File: src/rtl/serial_adder_if.sv
// rtl/serial_adder_if.sv - start/done handshake bundle for the bit-serial adder
//
// Signals:
//   start    request a new operation (driven by master)
//   a, b     WIDTH-bit operands (driven by master)
//   sub      select a-b (only with SERIAL_SUB_EN defined)
//   sum      registered WIDTH-bit result (driven by slave)
//   cout     registered final carry / no-borrow flag (driven by slave)
//   busy     high while an operation is in flight (driven by slave)
//   done     one-cycle completion pulse (driven by slave)
// Optional feature macro: SERIAL_SUB_EN
interface serial_adder_if #(
    parameter int WIDTH = 8
);
    logic             start;
    logic [WIDTH-1:0] a;
    logic [WIDTH-1:0] b;
`ifdef SERIAL_SUB_EN
    logic             sub;
`endif
    logic [WIDTH-1:0] sum;
    logic             cout;
    logic             busy;
    logic             done;

`ifdef SERIAL_SUB_EN
    modport master (output start, a, b, sub, input sum, cout, busy, done);
    modport slave  (input start, a, b, sub, output sum, cout, busy, done);
`else
    modport master (output start, a, b, input sum, cout, busy, done);
    modport slave  (input start, a, b, output sum, cout, busy, done);
`endif
endinterface

File: src/rtl/serial_adder.sv
// rtl/serial_adder.sv - bit-serial WIDTH-bit adder with start/done handshake
//
// One full adder (two half adders plus an OR) and a carry flop are reused
// over WIDTH cycles. Latency from accept to done is WIDTH+1 cycles.
// Ports:
//   clk   rising-edge clock
//   rst   asynchronous active-high reset
//   bus   serial_adder_if.slave: start, a, b, [sub], sum, cout, busy, done
// Optional feature macro: SERIAL_SUB_EN (adds subtraction via bus.sub)
module serial_adder #(
    parameter int WIDTH = 8
) (
    input  logic          clk,
    input  logic          rst,
    serial_adder_if.slave bus
);
    localparam int CW = $clog2(WIDTH) + 1;
    localparam logic [CW-1:0] LAST_BIT = CW'(WIDTH - 1);

    typedef enum logic [1:0] {S_IDLE, S_RUN, S_DONE} state_t;

    state_t           state_q, state_d;
    logic [WIDTH-1:0] a_q, a_d;
    logic [WIDTH-1:0] b_q, b_d;
    logic [WIDTH-1:0] res_q, res_d;
    logic [WIDTH-1:0] sum_q, sum_d;
    logic [CW-1:0]    cnt_q, cnt_d;
    logic             c_q, c_d;
    logic             cout_q, cout_d;
    logic             busy_q, busy_d;
    logic             done_q, done_d;

    logic p, g1, s, g2, c_next;

    always_comb begin
        // Full adder on the current LSBs: half adder 1, half adder 2, OR.
        p      = a_q[0] ^ b_q[0];
        g1     = a_q[0] & b_q[0];
        s      = p ^ c_q;
        g2     = p & c_q;
        c_next = g1 | g2;

        state_d = state_q;
        a_d     = a_q;
        b_d     = b_q;
        res_d   = res_q;
        sum_d   = sum_q;
        cnt_d   = cnt_q;
        c_d     = c_q;
        cout_d  = cout_q;
        busy_d  = busy_q;
        done_d  = done_q;

        case (state_q)
            S_IDLE: begin
                if (bus.start) begin
                    a_d     = bus.a;
                    b_d     = bus.b;
                    c_d     = 1'b0;
`ifdef SERIAL_SUB_EN
                    // a - b computed as a + ~b + 1: the +1 enters as carry-in.
                    if (bus.sub) begin
                        b_d = ~bus.b;
                    end
                    c_d     = bus.sub;
`endif
                    res_d   = '0;
                    cnt_d   = '0;
                    busy_d  = 1'b1;
                    state_d = S_RUN;
                end
            end
            S_RUN: begin
                a_d   = a_q >> 1;
                b_d   = b_q >> 1;
                c_d   = c_next;
                res_d = {s, res_q[WIDTH-1:1]};
                cnt_d = cnt_q + CW'(1);
                // Last bit: publish the completed shift register, not res_q,
                // so sum sees the MSB computed on this same edge.
                if (cnt_q == LAST_BIT) begin
                    sum_d   = {s, res_q[WIDTH-1:1]};
                    cout_d  = c_next;
                    done_d  = 1'b1;
                    state_d = S_DONE;
                end
            end
            S_DONE: begin
                done_d  = 1'b0;
                busy_d  = 1'b0;
                state_d = S_IDLE;
            end
            default: begin
                state_d = S_IDLE;
                busy_d  = 1'b0;
                done_d  = 1'b0;
            end
        endcase
    end

    always_ff @(posedge clk or posedge rst) begin
        if (rst) begin
            state_q <= S_IDLE;
            a_q     <= '0;
            b_q     <= '0;
            res_q   <= '0;
            sum_q   <= '0;
            cnt_q   <= '0;
            c_q     <= 1'b0;
            cout_q  <= 1'b0;
            busy_q  <= 1'b0;
            done_q  <= 1'b0;
        end else begin
            state_q <= state_d;
            a_q     <= a_d;
            b_q     <= b_d;
            res_q   <= res_d;
            sum_q   <= sum_d;
            cnt_q   <= cnt_d;
            c_q     <= c_d;
            cout_q  <= cout_d;
            busy_q  <= busy_d;
            done_q  <= done_d;
        end
    end

    assign bus.sum  = sum_q;
    assign bus.cout = cout_q;
    assign bus.busy = busy_q;
    assign bus.done = done_q;
endmodule

File: src/flat_wrapper.sv
// flat-port wrapper written by rule: the top's interface ports become plain ports
module serial_adder_flat 
#(
    parameter int WIDTH = 8
)
  (clk, rst, bus_start, bus_a, bus_b, bus_sum, bus_cout, bus_busy, bus_done);
  serial_adder_if #(.WIDTH(WIDTH)) bus_i ();
  input  logic clk;
  input  logic rst;
  input wire logic [$bits(bus_i.start)-1:0] bus_start;
  input wire logic [$bits(bus_i.a)-1:0] bus_a;
  input wire logic [$bits(bus_i.b)-1:0] bus_b;
  output wire logic [$bits(bus_i.sum)-1:0] bus_sum;
  output wire logic [$bits(bus_i.cout)-1:0] bus_cout;
  output wire logic [$bits(bus_i.busy)-1:0] bus_busy;
  output wire logic [$bits(bus_i.done)-1:0] bus_done;
  assign bus_i.start = bus_start;
  assign bus_i.a = bus_a;
  assign bus_i.b = bus_b;
  assign bus_sum = bus_i.sum;
  assign bus_cout = bus_i.cout;
  assign bus_busy = bus_i.busy;
  assign bus_done = bus_i.done;
  serial_adder #(.WIDTH(WIDTH)) u_core (.clk(clk), .rst(rst), .bus(bus_i));
endmodule
File: config.mk
export PLATFORM = sky130hd
export DESIGN_NAME = serial_adder_flat
export DESIGN_NICKNAME = d
export VERILOG_FILES = /design/src/rtl/serial_adder_if.sv /design/src/rtl/serial_adder.sv /design/src/flat_wrapper.sv
export SDC_FILE = /design/constraint.sdc
export NUM_CORES = 1
export LEC_CHECK = 0
export ABC_CLOCK_PERIOD_IN_PS = 1700
export CAP_MARGIN = 30
export CORE_MARGIN = 3
export CORE_UTILIZATION = 51
export CTS_CLUSTER_SIZE = 28
export DETAILED_ROUTE_END_ITERATION = 7
export PLACE_DENSITY = 0.81
export SLEW_MARGIN = 15
export SYNTH_ARGS = -nofsm -noshare
export SYNTH_HDL_FRONTEND = slang
export SYNTH_SLANG_ARGS = --single-unit
export TNS_END_PERCENT = 1
File: constraint.sdc
create_clock -name clk -period 1.7 [get_ports clk]
set_input_delay 0.34 -clock clk [delete_from_list [all_inputs] [get_ports clk]]
set_output_delay 0.34 -clock clk [all_outputs]
set_load 0.02 [all_outputs]
# After elaboration in Yosys (flattened, before gate mapping)
# Cells that the tools add are included.
[classes]
mux = 17
bitwise_logic = 7
n_addsub = 1
n_eq_ne = 4
n_reduce_logical = 7
[op_table]
columns = ["op", "n"]
rows = [
  ["8-bit one-hot mux with 2 select lines", 3],
  ["8-bit two-way mux", 3],
  ["2-bit AND reduction", 5],
  ["4-bit one-hot mux with 2 select lines", 1],
  ["1-bit one-hot mux with 2 select lines", 3],
  ["4-bit by 1-bit adder with 4-bit output, second input constant", 1],
  ["4-bit by 3-bit == test with 1-bit output, second input constant", 1],
  ["2-bit two-way mux", 2],
  ["4-bit two-way mux", 1],
  ["2-bit one-hot mux with 2 select lines", 1],
  ["1-bit two-way mux", 3],
  ["1-bit bitwise AND", 2],
  ["2-bit by 1-bit == test with 1-bit output, second input constant", 1],
  ["2-bit logical NOT", 1],
  ["2-bit by 1-bit inequality test with 1-bit output, second input constant", 1],
  ["2-bit inequality test, second input constant", 1],
  ["1-bit inverter", 2],
  ["2-bit nonzero test", 1],
  ["1-bit XOR", 2],
  ["1-bit OR", 1],
]
[word_totals]
wordCells = 46
out_inout_bits = 11
in_bits = 19
register_bits = 42

# Longest topological paths before layout
[logic_depth]
ltp_word = 4
depth_mapped = 5
depth_no_buf = 3

# Least setup slack after synthesis
# No wires, ideal clock.
[synth_timing]
kind = "register to register"
start = "reg u_core.cnt_q[0]"
end = "reg u_core.sum_q[0], in the netlist u_core.bus.sum[0]"
n_path_buf = 1
required_ps = 1575
arrival_time_ps = 1224
period_less_slack_ps = 1349
setup_time_ps = 125
setup_slack_ps = 351
stages_incl_launch_ff = 5
cell_sequence = "dfrtp_1 ha_1 and4_4 buf_12 mux2_4"
[synth_between]
elab_chain_cells = 2
[synth_rtl]
columns = ["item", "line_no", "source"]
rows = [
  ["from (decl)", "serial_adder.sv:27", "logic [CW-1:0] cnt_q, cnt_d;"],
  ["from (signal assigned)", "serial_adder.sv:119", "cnt_q <= cnt_d;"],
  ["4-bit by 3-bit == test with 1-bit output", "serial_adder.sv:81", "if (cnt_q == LAST_BIT) begin"],
  ["2-bit AND reduction (no line)", "-", ""],
  ["to (signal assigned)", "serial_adder.sv:118", "sum_q <= sum_d;"],
  ["to (decl)", "serial_adder.sv:26", "logic [WIDTH-1:0] sum_q, sum_d;"],
]
# No other way between the ends.
# A chain may end at the register's enable or synchronous reset.

# Worst setup path in the final report
[layout_timing]
start = "reg u_core.state_q[0]"
end = "reg u_core.a_q[1]"
[layout_between]
elab_chain_cells = 3
word_cells_on_any_way = 6
cone_classes = "2 x eq/ne; 1 x mux; 3 x reduce/logical"
[layout_rtl]
columns = ["item", "line_no", "source"]
rows = [
  ["from (decl)", "serial_adder.sv:22", "state_t state_q, state_d;"],
  ["from (signal assigned)", "serial_adder.sv:114", "state_q <= state_d;"],
  ["2-bit by 1-bit == test with 1-bit output or 2-bit logical NOT (tied branches)", "serial_adder.sv:54", "case (state_q)"],
  ["2-bit nonzero test (no line) or 2-bit inequality test (tied branches)", "-", ""],
  ["2-bit AND reduction (no line)", "-", ""],
  ["to (signal assigned)", "serial_adder.sv:104", "a_q <= '0;"],
  ["to (signal assigned)", "serial_adder.sv:115", "a_q <= a_d;"],
  ["to (decl)", "serial_adder.sv:23", "logic [WIDTH-1:0] a_q, a_d;"],
]
# Parallel ways exist; a longest one is shown, timed or not.

==> impl_summary.md <==
Synthesis
The total standard cell area after synthesis is 0.00175 mm². The number of instances in the synthesized netlist is roughly 140. Summing the sequential cell areas from Yosys gives 58.7% of the chip area.

The number of register bits inferred by synthesis is 41. For this run, the number of Yosys warnings is 0. After synthesis, the netlist uses 32 different library cells. The mean post-synth cell area is 12.4 µm². The number of nets handed over by synthesis was approximately 160.

Clocking
The total clock buffers created by CTS is 5. The clock insertion delay at the later pin of the skew report is ~360 ps. Once the clock tree was built, the resizer swapped 5 gates to a different size. The number of buffers inserted by post-CTS setup repair is 0.

TritonCTS built the clock tree. Hold repair after CTS inserted 0 buffers. The number of H-tree branching levels is 2. The clock input transition at the sequential cells of the worst setup and hold paths is roughly 130 ps. The buffer levels on the longest clock path is 2. CTS placed an instance of clkbuf_4 at the clock tree root. The total number of clock tree sinks is 41.

Global routing
Entering global routing, the biggest net connects 42 pins. The initial antenna violation count is 0. The total global-route track usage is around 18%. For this run the aggregate overflow at the end of global routing stands at 0. The via count of the first global-routing pass was about 1300. The first global-routing pass estimated 5.80 mm of wire.

Hold path
The path type of the worst min-delay path is in2async.

STA
Across all setup checks in the final design, the least slack found is between 200 and 250 ps. The clock arrives with 12.5 ps of skew. Setup repair after global routing left no endpoint under its margin. The final number of setup-violating endpoints is 0. The slew at the pin with the worst max-slew slack is around 460 ps. Derived from the worst setup path, the maximum achievable clock frequency is ~0.67 GHz. The normalized max-slew margin is between 60% and 70%. The setup TNS is 0 ps. The clock period minus worst slack is about 1500 ps. The number of slew-limit violations in the final report is 0. The part of the cycle the worst path needs is between 80% and 90%. The hold violation count in the final report is 0.

Power and ir drop
The leakage power is approximately 1.1 nW. The peak supply drop is approximately 0.81 mV. The power per standard cell area is 1730 mW/mm².

Finish
The register cell area after layout is 0.00103 mm². The top cell types in the final layout, fill and taps aside, are 41 x dfrtp_1, 18 x clkdlybuf4s50_1, 16 x o21ai_1, 15 x nand2_1, 13 x a22oi_1. Once layout is complete, the cells apart from fillers number 220.

The layout overhead on the synthesized area is 25.1%. After the last flow step, the layout net total stands at about 200. The number of antenna diodes is 0.

The most common library cell in the layout ignoring fill and taps is dfrtp_1. The filler cells instantiated in the layout total 223. Cells with a size suffix above 1 make up between 15 and 20% of the layout. The total area of multi-input combinational cells is roughly 650 µm².

Worst setup path
The critical path launch point type is a register. STA classifies the critical path endpoint as a register. The data required time of the worst path is 1990 ps.

In this run the critical register-to-register path is launched from u_core.state_q[0]. Setup slack on the worst reg-to-reg path comes out at around 210 ps. The number of cells on the worst reg-to-reg path is 4. The critical path data arrival time is about 1800 ps. The top fanout value on the critical path is 20. The terminus of the critical flop-to-flop path is u_core.a_q[1].

The slowest cell on the critical path is and2b_1. In this design, the stage delay of the slowest critical-path cell is around 500 ps. The worst setup path is of the reg2reg kind. In this run the worst setup path begins at u_core.state_q[0].

The critical path goes through buf_4, and2b_1, a22oi_1, o21ai_1. The worst setup path endpoint is u_core.a_q[1].

Floorplan
The starting utilization of the core area is between 50 and 60%. The die covers between 0.004 and 0.005 mm². The core region is 0.00315 mm². Measured along the x axis, the die boundary spans ~65 µm.

The row count is 20. In this run the vertical extent of the chip is around 65 µm. The count of pins on the block boundary is 30.

Placement
The placement-stage worst setup slack is -79.5 ps. During placement, the flow inserted port buffers numbering 29. The congestion estimate from routability-driven global placement came to 0.752. The wire-length estimate of the detail-placed layout is ~2.4 mm. After detailed placement, the design holds a cell count of roughly 210.

Detailed routing
The final layout contains routed wiring with a total length of about 3.6 mm. The mean number of vias per cell is 5.64. The average wire per standard cell is roughly 16 µm. After the first detailed-routing iteration, the DRC count stood at 92. The routed via count is 1241. In the routed design, unresolved DRC markers number 0. The first TritonRoute pass finished after 5 iterations.

The count of antenna-violating nets left after detailed routing is 0.

Status
The run finished with clean final reports.

Flow run
The tool flagged a number of max-cap violations equal to 0.
[final cells by class]
| cell class | count | share of cell area (%) |
|---|---|---|
| sequential | 41 | 46.9 |
| timing repair buffer | 36 | 16.6 |
| clock inverter | 2 | 1.77 |
| clock buffer | 6 | 1.89 |
| multi-input combinational | 87 | 29.6 |
| tap | 44 | 2.52 |
| inverter | 4 | 0.686 |
[power breakdown]
part | switching, mW | internal [mW]
clock | 0.327 | 0.313
combinational | 0.772 | 0.757
sequential | 0.257 | 1.37
[sequential cells by signal, indices dropped and copies added (netlist names)]
signal / cells
u_core.state_q: 2
u_core.b_q: 8
u_core.res_q: 7
u_core.bus.busy: 1
u_core.bus.sum: 8
u_core.c_q: 1
u_core.bus.done: 1
u_core.cnt_q: 4
u_core.bus.cout: 1
u_core.a_q: 8
[routing by layer]
metal	vias to the layer above	routed length (µm)	GRT usage, %
met5	-	0	0
met3	7	183	4.68
met4	0	65	9.76
li1	575	-	-
met2	37	1760	28.7
met1	622	1550	23.0
[metrics by stage]
stage	util, %	hold slack, ps	power [mW]	instance area (µm²)
3_5_place_dp	66.5	476	3.22	2100
5_1_grt	69.4	327	4.04	2190
3_3_place_gp	66.5	462	3.13	2100
6_report	69.4	315	3.79	2190
4_1_cts	68.9	311	3.83	2170
2_1_floorplan	-	456	2.67	1750
[worst max-delay path, delay by kind of cell (launching register included)]
kind	cells	cell delay (ps)
AO/OA/AOI/OAI	2	300
buffers and inverters	1	210
flip-flops	1	390
AND/OR/NAND/NOR	1	510
[cell families (layout without fill, tap and decap cells)]
kind of cell / count (synthesis) / after routing / share of synthesized area, %
adders and majority gates: 2 / 2 / 1.86
AOI/OAI and AO/OA: 47 / 47 / 18.9
muxes: 11 / 11 / 8.73
buffers and inverters: 13 / 48 / 4.29
DFF: 41 / 41 / 58.7
and+or+nand+nor: 27 / 27 / 7.52
[cell usage after synthesis]
cell      count  share of area (%)
dfrtp_1      41                 59
o21ai_1      16                4.6
nand2_1      15                3.2
a22oi_1      13                5.6
a22o_1        9                4.5
mux2_4        8                6.9
buf_2         5                1.4
a21oi_1       3               0.86
inv_1         3               0.64
nor2_1        3               0.64
nor2b_1       3                1.1
clkbuf_1      2               0.43
a211oi_1      1               0.43
a21o_1        1               0.43
a31oi_1       1               0.36
a32o_1        1               0.57
a41oi_1       1               0.50
and2_1        1               0.36
and2b_1       1               0.43
and4_4        1               0.64
buf_12        1                1.1
buf_4         1               0.43
fa_1          1                1.1
ha_1          1               0.72
inv_2         1               0.21
mux2_1        1               0.64
mux2_2        1               0.64
mux2i_1       1               0.57
nand3_1       1               0.29
nor2b_2       1               0.50
o21bai_4      1                1.1
or3_1         1               0.36
[worst min-delay path by stage]
stage	start	to	slack (ps)
2_1_floorplan	u_core.a_q[2]	u_core.a_q[2]	460
5_1_grt	rst	u_core.bus.done	330
3_5_place_dp	u_core.a_q[6]	u_core.a_q[6]	480
4_1_cts	rst	u_core.bus.sum[0]	310
6_report	rst	u_core.bus.done	310
3_3_place_gp	u_core.bus.done	u_core.bus.done	460
Note: power is estimated with default switching activity, not from simulation.
